==> src/rtl/port_b_arbiter_pkg.sv <==
// ---------------------------------------------------------------------------
// port_b_arbiter_pkg
// Shared widths and encodings for the Memory port B arbiter.
//   ADDR_W  : word address width of Memory port B
//   DATA_W  : data width of Memory port B
//   state_t : arbiter FSM states (IDLE: grant decision, RESP: aux completion)
//   owner_t : which requester was granted the port in the previous cycle
// ---------------------------------------------------------------------------
package port_b_arbiter_pkg;

    localparam int ADDR_W = 14;
    localparam int DATA_W = 16;

    typedef enum logic {
        ST_IDLE = 1'b0,
        ST_RESP = 1'b1
    } state_t;

    typedef enum logic [1:0] {
        OWN_NONE = 2'd0,
        OWN_DISP = 2'd1,
        OWN_AUX  = 2'd2
    } owner_t;

endpackage

==> src/rtl/port_b_arbiter_starve_counter.sv <==
// ---------------------------------------------------------------------------
// port_b_arbiter_starve_counter
// Saturating wait counter for the aux requester.
// Ports:
//   clk, reset : clock, synchronous active-high reset
//   clear      : force the count to zero (aux granted or aux not requesting)
//   inc        : count one more waiting cycle (saturates at LIMIT)
//   at_limit   : current count equals LIMIT
//   reach      : count will equal LIMIT after this edge
// ---------------------------------------------------------------------------
module port_b_arbiter_starve_counter #(
    parameter int LIMIT = 64,
    parameter int CNT_W = 8
) (
    input  logic clk,
    input  logic reset,
    input  logic clear,
    input  logic inc,
    output logic at_limit,
    output logic reach
);

    logic [CNT_W-1:0] cnt;
    logic [CNT_W-1:0] cnt_next;

    always_comb begin
        cnt_next = cnt;
        if (clear) begin
            cnt_next = '0;
        end else if (inc && (cnt < CNT_W'(LIMIT))) begin
            cnt_next = cnt + CNT_W'(1);
        end
    end

    always_ff @(posedge clk) begin
        if (reset) begin
            cnt <= '0;
        end else begin
            cnt <= cnt_next;
        end
    end

    assign at_limit = (cnt == CNT_W'(LIMIT));
    assign reach    = (cnt_next == CNT_W'(LIMIT));

endmodule

==> src/rtl/port_b_arbiter.sv <==
// ---------------------------------------------------------------------------
// port_b_arbiter
// Shares Memory port B (1-cycle registered read) between the display pixel
// fetcher (strict priority, fixed latency, no handshake) and an aux master
// (req/ack handshake, read or write).
// Ports:
//   clk, reset              : clock, synchronous active-high reset
//   disp_req/disp_addr      : display read request and address
//   disp_valid/disp_data    : display read data, one cycle after grant
//   disp_miss               : display read dropped for a forced aux slot
//   aux_req/aux_we/aux_addr/aux_wdata : aux request, held until aux_ack
//   aux_ack/aux_rdata       : one-cycle completion pulse and read data
//   aux_starved             : sticky, aux waited STARVE_LIMIT cycles
//   mem_addr/mem_we/mem_din/mem_dout : Memory port B pins
// ---------------------------------------------------------------------------
module port_b_arbiter
    import port_b_arbiter_pkg::*;
#(
    parameter int STARVE_LIMIT = 64,
    parameter int FORCE_SLOT   = 1,
    parameter int CNT_W        = 8
) (
    input  logic              clk,
    input  logic              reset,
    input  logic              disp_req,
    input  logic [ADDR_W-1:0] disp_addr,
    output logic              disp_valid,
    output logic [DATA_W-1:0] disp_data,
    output logic              disp_miss,
    input  logic              aux_req,
    input  logic              aux_we,
    input  logic [ADDR_W-1:0] aux_addr,
    input  logic [DATA_W-1:0] aux_wdata,
    output logic              aux_ack,
    output logic [DATA_W-1:0] aux_rdata,
    output logic              aux_starved,
    output logic [ADDR_W-1:0] mem_addr,
    output logic              mem_we,
    output logic [DATA_W-1:0] mem_din,
    input  logic [DATA_W-1:0] mem_dout
);

    state_t state, state_next;
    owner_t owner, owner_next;
    logic   starved;
    logic   miss_r;
    logic   grant_disp, grant_aux, force_slot;
    logic   at_limit, reach;
    logic   cnt_clear, cnt_inc;

    // Grant decision. In RESP the port belongs to the display and aux_req is
    // ignored (the aux master is still seeing its ack this cycle).
    always_comb begin
        grant_disp = 1'b0;
        grant_aux  = 1'b0;
        force_slot = 1'b0;
        state_next = ST_IDLE;
        owner_next = OWN_NONE;
        if (!reset) begin
            if (state == ST_IDLE) begin
                force_slot = (FORCE_SLOT != 0) && aux_req && at_limit;
                grant_aux  = aux_req && (!disp_req || force_slot);
                grant_disp = disp_req && !grant_aux;
            end else begin
                grant_disp = disp_req;
            end
            if (grant_aux) begin
                state_next = ST_RESP;
                owner_next = OWN_AUX;
            end else if (grant_disp) begin
                owner_next = OWN_DISP;
            end
        end
    end

    // Memory port B mux: idle and reset cycles drive zeros.
    always_comb begin
        mem_addr = '0;
        mem_we   = 1'b0;
        mem_din  = '0;
        if (grant_aux) begin
            mem_addr = aux_addr;
            mem_we   = aux_we;
            mem_din  = aux_wdata;
        end else if (grant_disp) begin
            mem_addr = disp_addr;
        end
    end

    // Waiting only counts in IDLE; RESP holds the count.
    assign cnt_clear = grant_aux || !aux_req;
    assign cnt_inc   = (state == ST_IDLE) && aux_req && !grant_aux;

    port_b_arbiter_starve_counter #(
        .LIMIT (STARVE_LIMIT),
        .CNT_W (CNT_W)
    ) u_starve (
        .clk      (clk),
        .reset    (reset),
        .clear    (cnt_clear),
        .inc      (cnt_inc),
        .at_limit (at_limit),
        .reach    (reach)
    );

    always_ff @(posedge clk) begin
        if (reset) begin
            state   <= ST_IDLE;
            owner   <= OWN_NONE;
            starved <= 1'b0;
            miss_r  <= 1'b0;
        end else begin
            state   <= state_next;
            owner   <= owner_next;
            starved <= starved | reach;
            miss_r  <= disp_req && grant_aux;
        end
    end

    // Response side: memory data arrives one cycle after the grant, so the
    // registered owner tells who the current mem_dout belongs to.
    assign disp_valid  = (owner == OWN_DISP);
    assign disp_data   = mem_dout;
    assign disp_miss   = miss_r;
    assign aux_ack     = (state == ST_RESP);
    assign aux_rdata   = mem_dout;
    assign aux_starved = starved;

endmodule
==> config.mk <==
export PLATFORM = sky130hd
export DESIGN_NAME = port_b_arbiter
export DESIGN_NICKNAME = d
export VERILOG_FILES = /design/src/rtl/port_b_arbiter_pkg.sv /design/src/rtl/port_b_arbiter_starve_counter.sv /design/src/rtl/port_b_arbiter.sv
export SDC_FILE = /design/constraint.sdc
export NUM_CORES = 1
export LEC_CHECK = 0
export ABC_AREA = 0
export BUFFER_PORTS_ARGS = -buffer_cell sky130_fd_sc_hd__buf_4
export CORE_ASPECT_RATIO = 1.5
export CORE_UTILIZATION = 33
export DETAILED_ROUTE_END_ITERATION = 6
export PLACE_DENSITY = 0.8
export SKIP_CTS_REPAIR_TIMING = 1
export SLEW_MARGIN = 40
export SYNTH_ARGS = -nofsm -noshare
export SYNTH_HDL_FRONTEND = slang
export SYNTH_SLANG_ARGS = --single-unit
export TNS_END_PERCENT = 100
==> constraint.sdc <==
create_clock -name clk -period 2.5 [get_ports clk]
set_input_delay 0.25 -clock clk [delete_from_list [all_inputs] [get_ports clk]]
set_output_delay 0.25 -clock clk [all_outputs]
set_load 0.02 [all_outputs]
==> results.md <==
* Status: finished, final reports clean
* Cell taking the most area after synthesis: buf_4
* Final instance area at roughly 1600 um^2
* H-tree depth at 1
* Clk root buf: clkbuf_8
* Worst EP arrival at 2.05 ns
* Fillers at 330
* Setup TNS Final at 0 ns
* TritonCTS buffer count at 3
* Register bit total from synthesis at 12
* Skew-Pair Late Insertion Delay at 0.24 ns
* Die width at ~49 um
* Distinct cells, synth at 32
* CP Max Fanout at 15
* VDD IR-drop max at approximately 160 uV
* Starting Density at 34.7%
* Hold path cells at 2
* Period utilization at 92.1%
* Dpl ws at just under 0.5 ns
* CTS tree: built
* Post-synth top flop: dfxtp_1
* Number of detailed-route iterations in the first pass at 4
* HP Start: reset
* Syn_area_per_cell at between 8 and 9 um^2
* Number of I/O pins at 132
* Commonest cells in the netlist: 33 x buf_4, 17 x and2_1, 14 x a22o_1, 12 x dfxtp_1, 10 x nor2_1
* R2r setup slk at about 0.63 ns
* Relative slew slack at roughly 66%
* Post-DP HPWL at approximately 2.5 mm
* DR iter-0 viols at 14
* DIE AREA at 3600 um^2
* Slew Limit Fails at 0
* DR vias at between 1000 and 1500
* Area of the multi-input gates at 593 um^2
* GRT Total Usage at between 10% and 20%
* Ys Warns at 0
* Layout cell share with drive strength beyond 1 at between 50% and 60%
* FF+latch area at 240 um^2
* RSZ-0062 raised after global routing: false
* Dominant cells by area after synthesis: buf_4 22%, dfxtp_1 22%, a22o_1 11%
* Routed Antenna Nets at 0
* First-pass GRT wire length at about 4.4 mm
* Reg2reg path depth at 5
* Hold Path End: disp_miss$_SDFF_PP0_
* Top cell type's share of synthesized area at between 20 and 25%
* Max clock buf depth at 2
* Avg WL per Cell at around 13 um
* CP required at roughly 2.3 ns
* Vias/cell at approximately 4.6
* Final Hold Viols at 0
* Largest net degree at the start of global routing at 34
* Post-layout util at about 49%
* Pwr dens at 347 nW/um^2
* Critical Path End Type: output port
* Setup CP Type: reg2out
* Period minus WS final at ~2.3 ns
* Detailed-route DRC error count at 0
* CP startpoint kind: flip-flop
* CORE AREA at 3190 um^2
* Synth-to-layout area growth at 41.3%
* Hold_ws at ~0.24 ns
* Diode count at 0
* Clk slew on worst S/H paths at roughly 0.05 ns
* Post-Syn Area at roughly 1100 um^2
* Mapped Cells at 132
* Final setup violation count at 0
* Leakage power at approximately 0.77 nW
* Most common cell in the netlist: buf_4
* Mapped Nets at just under 200
* Fmax at between 0.4 and 0.5 GHz
* Initial antenna violation count at 0
* GPL Wtd Cong at between 0.9 and 1
* Number of max-cap violations at 0
* Number of global-route vias before repair at 942
* Worst-Margin Slew at between 0.4 and 0.5 ns
* CTS Sinks at 12
* Port bufs at 83
* Nets at roughly 250
* Async SR Flop Fraction at 0%
* Seq/Total Area, Yosys at 21.7%
* Final wirelength at 2.90 mm
* Worst hold path type: in2reg
* Reg2reg end: aux_starved$_SDFF_PP0_
* Post-synth EDFFs at 0
* Num rows at 25
* DIE HEIGHT at 73.0 um
* PnR worst setup slack at around 0.2 ns
* Reg-to-Reg Start: u_starve.cnt[7]$_SDFF_PP0_
* Skew final at around 0.0038 ns
* Grt total ovfl at 0
* DP Area at approximately 1500 um^2
## placed cells by master, fill, tap and decap left out
cell type	instances
xor2_1	2
inv_1	3
nor4b_1	1
dfxtp_1	12
a41oi_1	1
a21boi_1	1
nor2_1	10
a22o_1	14
nor3b_1	1
nor2b_1	1
clkbuf_8	3
and2b_2	3
nand4_1	1
nor3b_2	1
or3_2	1
nand2_1	3
and4bb_4	1
a21oi_1	1
nor4b_4	1
xnor2_1	5
nor3_1	3
buf_4	84
o31ai_1	1
or4b_4	1
a41o_1	2
ha_1	2
and3_1	1
nand3_1	3
and2_1	17
and3_2	1
nand3b_1	1
## per-layer routing
layer	vias up	global-route usage [%]	routed length [um]
met2	60	28.8	1420
met3	8	5.21	356
met1	432	16.8	1080
met4	0	8.82	51
met5	-	0	0
li1	522	-	-
## power by group
part | internal (mW) | total [mW] | switching, mW
registers | 0.194 | 0.197 | 0.00253
logic | 0.0984 | 0.174 | 0.0752
clock network | 0.106 | 0.173 | 0.0670
## worst max-delay path: stages, from the launching register on
cell and delay, ns:
dfxtp_1 0.44, inv_1 0.07, ha_1 0.20, a41o_1 0.22
nand3b_1 0.13, nor3b_2 0.18, buf_4 0.22, a22o_1 0.20
buf_4 0.16
## cell type report
class,count,share of cell area [%]
Timing Repair Buffer,84,40.3
Inverter,3,0.719
Multi-Input combinational cell,80,37.9
Clock buffer,3,2.64
Sequential cell,12,15.3
Tap cell,40,3.19
## stage by stage
| stage | instances | power, mW |
|---|---|---|
| after floorplan | 132 | 0.350 |
| after global placement | 219 | 0.375 |
| after detailed placement | 219 | 0.376 |
| after CTS | 222 | 0.549 |
| after global routing | 222 | 0.563 |
| final | 222 | 0.543 |
## worst max path at each step
| stage | slack [ns] | start | endpoint |
|---|---|---|---|
| final | 0.20 | u_starve.cnt[0]$_SDFF_PP0_ | mem_addr[4] |
| after global routing | 0.05 | u_starve.cnt[0]$_SDFF_PP0_ | mem_addr[4] |
| after CTS | 0.21 | u_starve.cnt[0]$_SDFF_PP0_ | mem_addr[4] |
| after detailed placement | 0.48 | u_starve.cnt[0]$_SDFF_PP0_ | mem_addr[4] |
| after global placement | 0.51 | u_starve.cnt[0]$_SDFF_PP0_ | mem_addr[9] |
| after floorplan | 0.50 | u_starve.cnt[0]$_SDFF_PP0_ | mem_addr[10] |
## registers in the layout, summed over array words and instances, names as in the netlist
signal	flops
disp_miss	1
u_starve.cnt	8
aux_ack	1
aux_starved	1
owner	1
## kinds of logic (layout without fill, tap and decap cells)
| kind of cell | Yosys count | after routing | share of synthesized area, % |
|---|---|---|---|
| simple gates | 51 | 51 | 30.2 |
| buf+inv | 40 | 90 | 24.8 |
| compound gates | 20 | 20 | 15.5 |
| flops | 12 | 12 | 21.7 |
| xor+xnor | 7 | 7 | 5.53 |
| fa+ha+maj | 2 | 2 | 2.26 |
No activity file was read; power rests on OpenSTA's default activity.
